--- src/rtl/iru_ctrl_unit_fp_pkg.sv ---
// Shared IRU definitions: control states and pixel-index sizing,
// used by the IRU control unit, its datapath and the BCAU side.
package iru_pkg;

    localparam int IRU_NUM_PIXELS = 400;

    typedef enum logic [2:0] {
        IDLE,
        ACCEPT,
        ROT_START,
        ROT_WAIT,
        STREAM
    } iru_state_t;

    function automatic int iru_idx_w(input int n);
        return (n < 2) ? 1 : $clog2(n);
    endfunction

    localparam int IRU_IDX_W = iru_idx_w(IRU_NUM_PIXELS);

endpackage

--- src/rtl/iru_ctrl_unit_fp_if.sv ---
// Pixel stream from the IRU to BCAU: valid/ready plus index and last flag.
interface iru_ctrl_unit_fp_if #(
    parameter int IDX_W = 9
);
    logic             out_valid;
    logic             bcau_in_ready;
    logic [IDX_W-1:0] pix_idx;
    logic             out_last;

    modport master (
        output out_valid,
        output pix_idx,
        output out_last,
        input  bcau_in_ready
    );

    modport slave (
        input  out_valid,
        input  pix_idx,
        input  out_last,
        output bcau_in_ready
    );
endinterface

--- src/rtl/iru_ctrl_unit_fp_pix_counter.sv ---
// Pixel index counter: wraps to zero after the last pixel of a sub-image.
module iru_pix_counter
    import iru_pkg::*;
#(
    parameter int NUM_PIXELS = IRU_NUM_PIXELS,
    parameter int IDX_W      = iru_idx_w(NUM_PIXELS)
) (
    input  logic             clk,
    input  logic             rst_n,
    input  logic             clear,
    input  logic             enable,
    output logic [IDX_W-1:0] idx,
    output logic             last
);
    localparam logic [IDX_W-1:0] LAST_IDX = IDX_W'(NUM_PIXELS - 1);

    assign last = (idx == LAST_IDX);

    always_ff @(posedge clk or negedge rst_n) begin
        if (!rst_n) begin
            idx <= '0;
        end else if (clear) begin
            idx <= '0;
        end else if (enable) begin
            idx <= last ? '0 : idx + IDX_W'(1);
        end
    end
endmodule

--- src/rtl/iru_ctrl_unit_fp.sv ---
// IRU input control: acknowledges RDN, starts the rotation and
// streams the rotated sub-image to BCAU one pixel per handshake.
module iru_ctrl_unit_fp
    import iru_pkg::*;
#(
    parameter int NUM_PIXELS = IRU_NUM_PIXELS,
    parameter int IDX_W      = iru_idx_w(NUM_PIXELS)
) (
    input  logic               clk,
    input  logic               rst_n,
    input  logic               rdn_out_ready,
    output logic               iru_in_ready,
    output logic               capture_en,
    output logic               start_rot,
    input  logic               rot_done,
    output logic               busy,
    iru_ctrl_unit_fp_if.master bus
);
    iru_state_t       state;
    iru_state_t       state_nxt;
    logic             beat;
    logic             last;
    logic [IDX_W-1:0] idx;

    always_ff @(posedge clk or negedge rst_n) begin
        if (!rst_n) begin
            state <= IDLE;
        end else begin
            state <= state_nxt;
        end
    end

    assign beat = (state == STREAM) && bus.bcau_in_ready;

    // RDN ready is only looked at in IDLE, so each frame gets one acknowledge.
    always_comb begin
        state_nxt = state;
        unique case (state)
            IDLE:      if (rdn_out_ready) state_nxt = ACCEPT;
            ACCEPT:    state_nxt = ROT_START;
            ROT_START: state_nxt = ROT_WAIT;
            ROT_WAIT:  if (rot_done) state_nxt = STREAM;
            STREAM:    if (beat && last) state_nxt = IDLE;
            default:   state_nxt = IDLE;
        endcase
    end

    // Held at zero outside STREAM so every frame starts from pixel 0.
    iru_pix_counter #(
        .NUM_PIXELS (NUM_PIXELS),
        .IDX_W      (IDX_W)
    ) u_cnt (
        .clk    (clk),
        .rst_n  (rst_n),
        .clear  (state != STREAM),
        .enable (beat),
        .idx    (idx),
        .last   (last)
    );

    assign iru_in_ready  = (state == ACCEPT);
    assign capture_en    = (state == ACCEPT);
    assign start_rot     = (state == ROT_START);
    assign busy          = (state != IDLE);
    assign bus.out_valid = (state == STREAM);
    assign bus.pix_idx   = idx;
    assign bus.out_last  = (state == STREAM) && last;
endmodule

--- src/flat_wrapper.sv ---
// flat-port wrapper written by rule: the top's interface ports become plain ports
module iru_ctrl_unit_fp_flat import iru_pkg::*;
#(
    parameter int NUM_PIXELS = IRU_NUM_PIXELS,
    parameter int IDX_W      = iru_idx_w(NUM_PIXELS)
)
  (clk, rst_n, rdn_out_ready, iru_in_ready, capture_en, start_rot, rot_done, busy, bus_out_valid, bus_pix_idx, bus_out_last, bus_bcau_in_ready);
  iru_ctrl_unit_fp_if #(.IDX_W(IDX_W)) bus_i ();
  input  logic clk;
  input  logic rst_n;
  input  logic rdn_out_ready;
  output logic iru_in_ready;
  output logic capture_en;
  output logic start_rot;
  input  logic rot_done;
  output logic busy;
  output wire logic [$bits(bus_i.out_valid)-1:0] bus_out_valid;
  output wire logic [$bits(bus_i.pix_idx)-1:0] bus_pix_idx;
  output wire logic [$bits(bus_i.out_last)-1:0] bus_out_last;
  input wire logic [$bits(bus_i.bcau_in_ready)-1:0] bus_bcau_in_ready;
  assign bus_out_valid = bus_i.out_valid;
  assign bus_pix_idx = bus_i.pix_idx;
  assign bus_out_last = bus_i.out_last;
  assign bus_i.bcau_in_ready = bus_bcau_in_ready;
  iru_ctrl_unit_fp #(.NUM_PIXELS(NUM_PIXELS), .IDX_W(IDX_W)) u_core (.clk(clk), .rst_n(rst_n), .rdn_out_ready(rdn_out_ready), .iru_in_ready(iru_in_ready), .capture_en(capture_en), .start_rot(start_rot), .rot_done(rot_done), .busy(busy), .bus(bus_i));
endmodule
--- config.mk ---
export PLATFORM = sky130hd
export DESIGN_NAME = iru_ctrl_unit_fp_flat
export DESIGN_NICKNAME = d
export VERILOG_FILES = /design/src/rtl/iru_ctrl_unit_fp_pkg.sv /design/src/rtl/iru_ctrl_unit_fp_if.sv /design/src/rtl/iru_ctrl_unit_fp_pix_counter.sv /design/src/rtl/iru_ctrl_unit_fp.sv /design/src/flat_wrapper.sv
export SDC_FILE = /design/constraint.sdc
export NUM_CORES = 1
export LEC_CHECK = 0
export BUFFER_PORTS_ARGS = -buffer_cell sky130_fd_sc_hd__buf_2
export CAP_MARGIN = 20
export CORE_MARGIN = 2
export CORE_UTILIZATION = 44
export CTS_CLUSTER_SIZE = 16
export DETAILED_ROUTE_END_ITERATION = 10
export PLACE_DENSITY = 0.71
export SYNTH_ARGS = -nofsm -noshare
export SYNTH_HDL_FRONTEND = slang
export SYNTH_SLANG_ARGS = --single-unit
--- constraint.sdc ---
create_clock -name clk -period 1.6 [get_ports clk]
set_input_delay 0.16 -clock clk [delete_from_list [all_inputs] [get_ports clk]]
set_output_delay 0.16 -clock clk [all_outputs]
set_load 0.1 [all_outputs]
==> reports/results.ini, run 1 <==
[global_routing]
overflow = 0
grt_first_pass_wirelength_um = 2970
antenna_found_initial = 0
grt_use_total = 0.212
grt_max_degree = 13
grt_pass1_vias = 688

[floorplanning]
initial_core_util = 0.463
fp.dieW_um = 43.6
num_rows = 14
coreArea_um2 = 1490
die_h_um = 43.6
io_pins = 20
fp.dieArea_um2 = 1900

[synth]
synth-xor-area-share = 0.0127
syn_nets = 82
ys_seq_elements = 12
synth_top_family_by_area = simple AND/OR/NAND/NOR gates
synth_cell_types = 35
synthCells = 76
synthAdderAreaFrac = 0.0181
synth.area.mux_share = 0.0163
syn-mean-instance-area_um2 = 9.07
synth_warnings = 0
syn_area_um2 = 689
synth-compound-area-share = 0.211
synth-simple-area-share = 0.254
synth_seq_area_share = 0.436

[sta]
fmax_mhz = 576
rsz0062_at_grt = true
worst_pin_slew_ns = 0.485
min_period_ns = 1.74
setup_viol = 6
tns_ns = -0.348
finClkSkew_ns = 0.00133
max_slew_margin = 0.679
drv_slew = 0
setup_ws_ns = -0.135
report.final.hold_viol_count = 0
period_share = 1.08

[power]
power.leakage_uw = 0.000516
p_per_area_nw_per_um2 = 1490
irDropWorstVdd_v = 0.00106

[routing]
ant_nets = 0
vias = 703
wire_per_inst_um = 13.6
dr.pass1.iters = 5
drtIter0Drc = 16
drc = 0
routed_wl_um = 1750
via_per_inst = 5.45

[place]
post_dp_cell_area_um2 = 1010
hpwl_um = 1210
place_congestion = 0.740
io_buffers = 19

[layout]
nNetsFinal = 120
area_growth_pct = 64.6
antenna_cells = 0
final_cell_mix = buf_4, buf_2, nand2_1
finalInstanceArea_um2 = 1130
drive_above_1_share = 0.558
final_core_util = 0.762
layout_commonest_cell = buf_4

[outcome]
violations = negative setup slack
status = complete, but fails checks

[setup_path]
critPathKind = flip-flop to output pin
crit_fanout = 3
worstSetupStartpointType = flip-flop
worstPathArrival_ns = 1.58
endpoint_kind = output pin
critPathRequiredTime_ns = 1.44

[clock_network]
clockRootBuffer = clkbuf_4
numClockSinks = 12
cts_tree = yes
path_clk_slew_ns = 0.07
insertion_delay_ns = 0.27
htree_levels = 1
clockBufferDepth = 2
cts_buffers = 3

[job]
maxCapViolations = 0

[min_path]
hold_path_class = primary input to flip-flop

## what timing repair did
item / 4_1_cts / 5_1_grt
endpoints found under the setup margin: 5 / 9
pin swaps: 4 / 2
endpoints found under the hold margin: 12 / 0
setup buffers: 5 / 1
resized for setup: 4 / 6
hold buffers: 1 / 0
## routing by layer
layer	up-vias	part of all wire	GRT usage
met5	-	0	0
met4	0	0.012	0.0727
met3	2	0.054	0.0750
met2	20	0.48	0.318
met1	334	0.45	0.284
li1	347	-	-
## cell families after synthesis
group | after synthesis
flops | 12
xor+xnor | 1
buf+inv | 8
mux | 1
simple gates | 34
compound gates | 19
fa+ha+maj | 1
## area by class of cell
cell class / count / area (um2)
inverters: 4 / 18.8
multi-input cells: 56 / 407
flip-flops and latches: 12 / 323
clock buffers: 4 / 36.3
well taps: 16 / 20.0
repair buffers: 37 / 330
fillers: 96 / 354
## registers in the layout, indices dropped and copies added, names as in the netlist
register / cells
u_core.u_cnt.idx: 9
u_core.state: 3
## worst max-delay path, cell delays in order, from the launching register on
cell and delay (ns):
dfrtp_4 0.49, ha_4 0.16, and3_4 0.18, and3_4 0.17
and2_4 0.14, buf_12 0.16
## through the flow
step / power, uW / hold WS [ns] / std cells / setup slack (ns)
2_1_floorplan: 1060 / -0.136 / 76 / -0.314
3_3_place_gp: 1350 / 0.0475 / 118 / -0.00925
3_5_place_dp: 1360 / 0.0480 / 118 / -0.0477
4_1_cts: 1640 / 0.0667 / 128 / -0.154
5_1_grt: 1760 / 0.0702 / 129 / -0.193
6_report: 1690 / 0.0749 / 129 / -0.135
## Yosys cell counts
master | instances | area share
o211ai_1 | 1 | 0.011
o21ai_1 | 1 | 0.0073
buf_2 | 1 | 0.0073
o211a_1 | 1 | 0.015
xor2_1 | 1 | 0.013
or3_1 | 1 | 0.0091
clkbuf_2 | 1 | 0.0073
inv_1 | 4 | 0.022
nand2b_1 | 1 | 0.0091
nand2_1 | 10 | 0.054
and3_1 | 2 | 0.018
or3b_1 | 1 | 0.013
nand4_1 | 3 | 0.027
o21bai_1 | 1 | 0.011
and4bb_2 | 1 | 0.018
o21ai_0 | 3 | 0.022
and2_1 | 1 | 0.0091
nand3_1 | 3 | 0.022
dfrtp_1 | 12 | 0.44
a211o_1 | 1 | 0.013
a21o_1 | 1 | 0.011
nor2b_1 | 1 | 0.0091
a21oi_1 | 4 | 0.029
a311oi_4 | 1 | 0.038
a31oi_1 | 1 | 0.0091
a211oi_1 | 1 | 0.011
o21a_1 | 2 | 0.022
nor2_1 | 6 | 0.033
nor3b_1 | 1 | 0.011
nor3_1 | 3 | 0.022
clkbuf_1 | 1 | 0.0054
ha_1 | 1 | 0.018
mux2_2 | 1 | 0.016
buf_4 | 1 | 0.011
a22o_1 | 1 | 0.013
## power breakdown
part / leakage [uW] / switching, uW / internal [uW]
sequential: 0.000145 / 25.1 / 349
clock: 0.0000210 / 102 / 138
combinational: 0.000351 / 671 / 405
total: 0.000516 / 797 / 892
## final timing paths
check,startpoint,endpoint,slack (ns),cells past startpoint
min in group asynchronous,rst_n,u_core.u_cnt.idx[1],0.29,2
max,u_core.u_cnt.idx[0],bus_out_last,-0.14,5
min,rot_done,u_core.state[1],0.07,2
max reg2reg,u_core.u_cnt.idx[0],u_core.u_cnt.idx[6],-0.09,7
min reg2reg,u_core.u_cnt.idx[8],u_core.u_cnt.idx[8],0.55,2
max in group asynchronous,rst_n,u_core.u_cnt.idx[4],1.07,2
No activity file was read; power rests on OpenSTA's default activity.
==> run 2: changes to the inputs <==
--- a/config.mk
+++ b/config.mk
@@ -7,11 +7,14 @@
 export LEC_CHECK = 0
 export BUFFER_PORTS_ARGS = -buffer_cell sky130_fd_sc_hd__buf_2
 export CAP_MARGIN = 20
+export CELL_PAD_IN_SITES_DETAIL_PLACEMENT = 1
+export CELL_PAD_IN_SITES_GLOBAL_PLACEMENT = 1
+export CORE_ASPECT_RATIO = 0.8
 export CORE_MARGIN = 2
-export CORE_UTILIZATION = 44
+export CORE_UTILIZATION = 32
 export CTS_CLUSTER_SIZE = 16
 export DETAILED_ROUTE_END_ITERATION = 10
-export PLACE_DENSITY = 0.71
+export PLACE_DENSITY = 0.7
 export SYNTH_ARGS = -nofsm -noshare
 export SYNTH_HDL_FRONTEND = slang
 export SYNTH_SLANG_ARGS = --single-unit
==> run 2 against run 1 <==
Net effect: the flow still finishes with violations (negative setup slack); first-iteration DRC count is 56% higher; clock skew is 0.0030 ns higher; maximum frequency is 2.2% lower; combinational power is 7% higher; critical path depth stayed put; non-clock buffer count is 8 higher; core utilization is 13 points lower; wire length is 60% higher; flip-flop and latch count stayed put; cell count is 12% higher; die area is 34% higher; critical endpoint unchanged; largest cell class unchanged; largest power group unchanged; highest routed layer unchanged.
==> reports/results.ini, run 2 (synthesis results as in run 1) <==
[floorplanning]
io_pins = 20
die_h_um = 45.5
coreArea_um2 = 1960
fp.dieW_um = 55.9
initial_core_util = 0.351
num_rows = 14
fp.dieArea_um2 = 2540

[routing]
ant_nets = 0
via_per_inst = 5.46
routed_wl_um = 2790
drtIter0Drc = 25
drc = 0
wire_per_inst_um = 19.3
dr.pass1.iters = 4
vias = 792

[power]
p_comb_frac = 0.644
total_power_uw = 1800
p_per_area_nw_per_um2 = 1460
seqPwrFrac = 0.213
pwr-share-clk = 0.143
p_sw_uw = 872
power.leakage_uw = 0.000564
swShare = 0.484
intPower_uw = 930
irDropWorstVdd_v = 0.00110

[layout]
fillCellCount = 218
reg.largest.list = u_core.u_cnt.idx (9), u_core.state (3)
drive_above_1_share = 0.620
final_cell_mix = buf_4, buf_2, nand2_1
antenna_cells = 0
layout_commonest_cell = buf_4
area_growth_pct = 78.9
largest_register_ffs = 9
top_register = u_core.u_cnt.idx
nNetsFinal = 128

[sta]
setup_ws_ns = -0.175
min_period_ns = 1.78
setup_viol = 8
worst_pin_slew_ns = 0.490
finClkSkew_ns = 0.00434
rsz0062_at_grt = true
drv_slew = 0
fmax_mhz = 563
period_share = 1.11
max_slew_margin = 0.676
report.final.hold_viol_count = 0

[setup_path]
worstSetupStartpointType = flip-flop
r2r_setup_slack_ns = -0.08
worstPathArrival_ns = 1.62
endpoint_kind = output pin
critPathRequiredTime_ns = 1.44
worstPathCellList = or3b_4 -> buf_6 -> clkinvlp_4 -> and2_4 -> buf_12
crit_buf_inv = 3
critPathKind = flip-flop to output pin
crit_fanout = 2
crit_slowest_cell = dfrtp_1
path_delay_family = simple AND/OR/NAND/NOR gates
reg2reg_depth = 7
timing.rr.start = u_core.u_cnt.idx[0]
timing.rr.end = u_core.u_cnt.idx[3]
cpPeakStageDelay_ns = 0.42

[clock_network]
cts_tree = yes
path_clk_slew_ns = 0.08
numClockSinks = 12
clockRootBuffer = clkbuf_4
cts_buffers = 3
insertion_delay_ns = 0.29
htree_levels = 1
clockBufferDepth = 2

[global_routing]
grt_pass1_vias = 833
overflow = 0
grt_use_total = 0.237
antenna_found_initial = 0
grt_first_pass_wirelength_um = 4380
grt_max_degree = 13

[place]
io_buffers = 19
place_congestion = 0.777
hpwl_um = 1720
dpl_worst_slack_ns = -0.0682

[outcome]
violations = negative setup slack
status = complete, but fails checks

[min_path]
hold_path_class = primary input to flip-flop
min_to = u_core.state[1]
worstHoldStart = rot_done
min_path_cells = 2

[job]
maxCapViolations = 0

==> run 2: cell types whose count changed in the layout (fill, tap and decap cells not counted), moves of 2 or more <==
cell	delta
buf_4	+4
o21ai_1	-2
buf_6	+4
o21ai_2	+2
==> run 2: how the worst max path moves through the flow <==
stage	from	end	cells after the start
finish	u_core.state[0]	bus_out_last	5
global placement	u_core.u_cnt.idx[0]	u_core.u_cnt.idx[3]	6
detailed placement	u_core.u_cnt.idx[0]	u_core.u_cnt.idx[3]	6
floorplan	u_core.state[0]	iru_in_ready	2
global route	u_core.u_cnt.idx[4]	bus_out_last	4
CTS	u_core.u_cnt.idx[4]	bus_out_last	4
==> run 2: layer usage <==
metal  GRT usage  vias up  part of all wire
met4      0.0762        0            0.0050
met3      0.0625        2             0.051
li1            -      359                 -
met1       0.309      405              0.47
met2       0.393       26              0.48
met5           0        -                 0
==> run 2: area by class of cell <==
cell class,instances,area [um2],share of cell area
multi-input cells,56,420,0.341
repair buffers,45,405,0.329
flip-flops and latches,12,323,0.262
clock buffers,4,36.3,0.0294
inverters,4,18.8,0.0152
well taps,24,30.0,0.0243
==> run 2: power by group through the flow <==
| stage | Combinational, uW | Clock [uW] | Sequential, uW |
|---|---|---|---|
| detailed placement | 1020 | 0 | 378 |
| finish | 1160 | 259 | 383 |
| floorplan | 611 | 0 | 446 |
| CTS | 1120 | 271 | 375 |
| global placement | 992 | 0 | 375 |
| global route | 1200 | 276 | 387 |
==> run 2: repair_timing <==
action / in CTS / in global routing
hold buffers: 1 / 0
gates resized for setup: 11 / 7
hold endpoints to repair: 12 / 0
cloned: 0 / 0
setup buffers: 7 / 3
pin swaps: 4 / 8
endpoints found under the setup margin: 8 / 11
==> run 2: worst register-to-register path, stage by stage, from the launching register on <==
cell and delay [ns]:
dfrtp_4 0.50, ha_4 0.17, and3_4 0.15, buf_6 0.12
a311oi_4 0.32, buf_6 0.18, a21oi_2 0.05, o21ai_1 0.12
==> run 2: per-stage QoR <==
stage	std cells	hold WS [ns]	area, um2	util	setup TNS [ns]
2_1_floorplan	76	-0.136	779	-	-1.51
3_3_place_gp	131	0.0558	1050	0.537	0
3_5_place_dp	131	0.0670	1050	0.537	-0.0791
4_1_cts	143	0.0623	1190	0.608	-0.386
5_1_grt	145	0.0844	1230	0.629	-0.980
6_report	145	0.0810	1230	0.629	-0.506
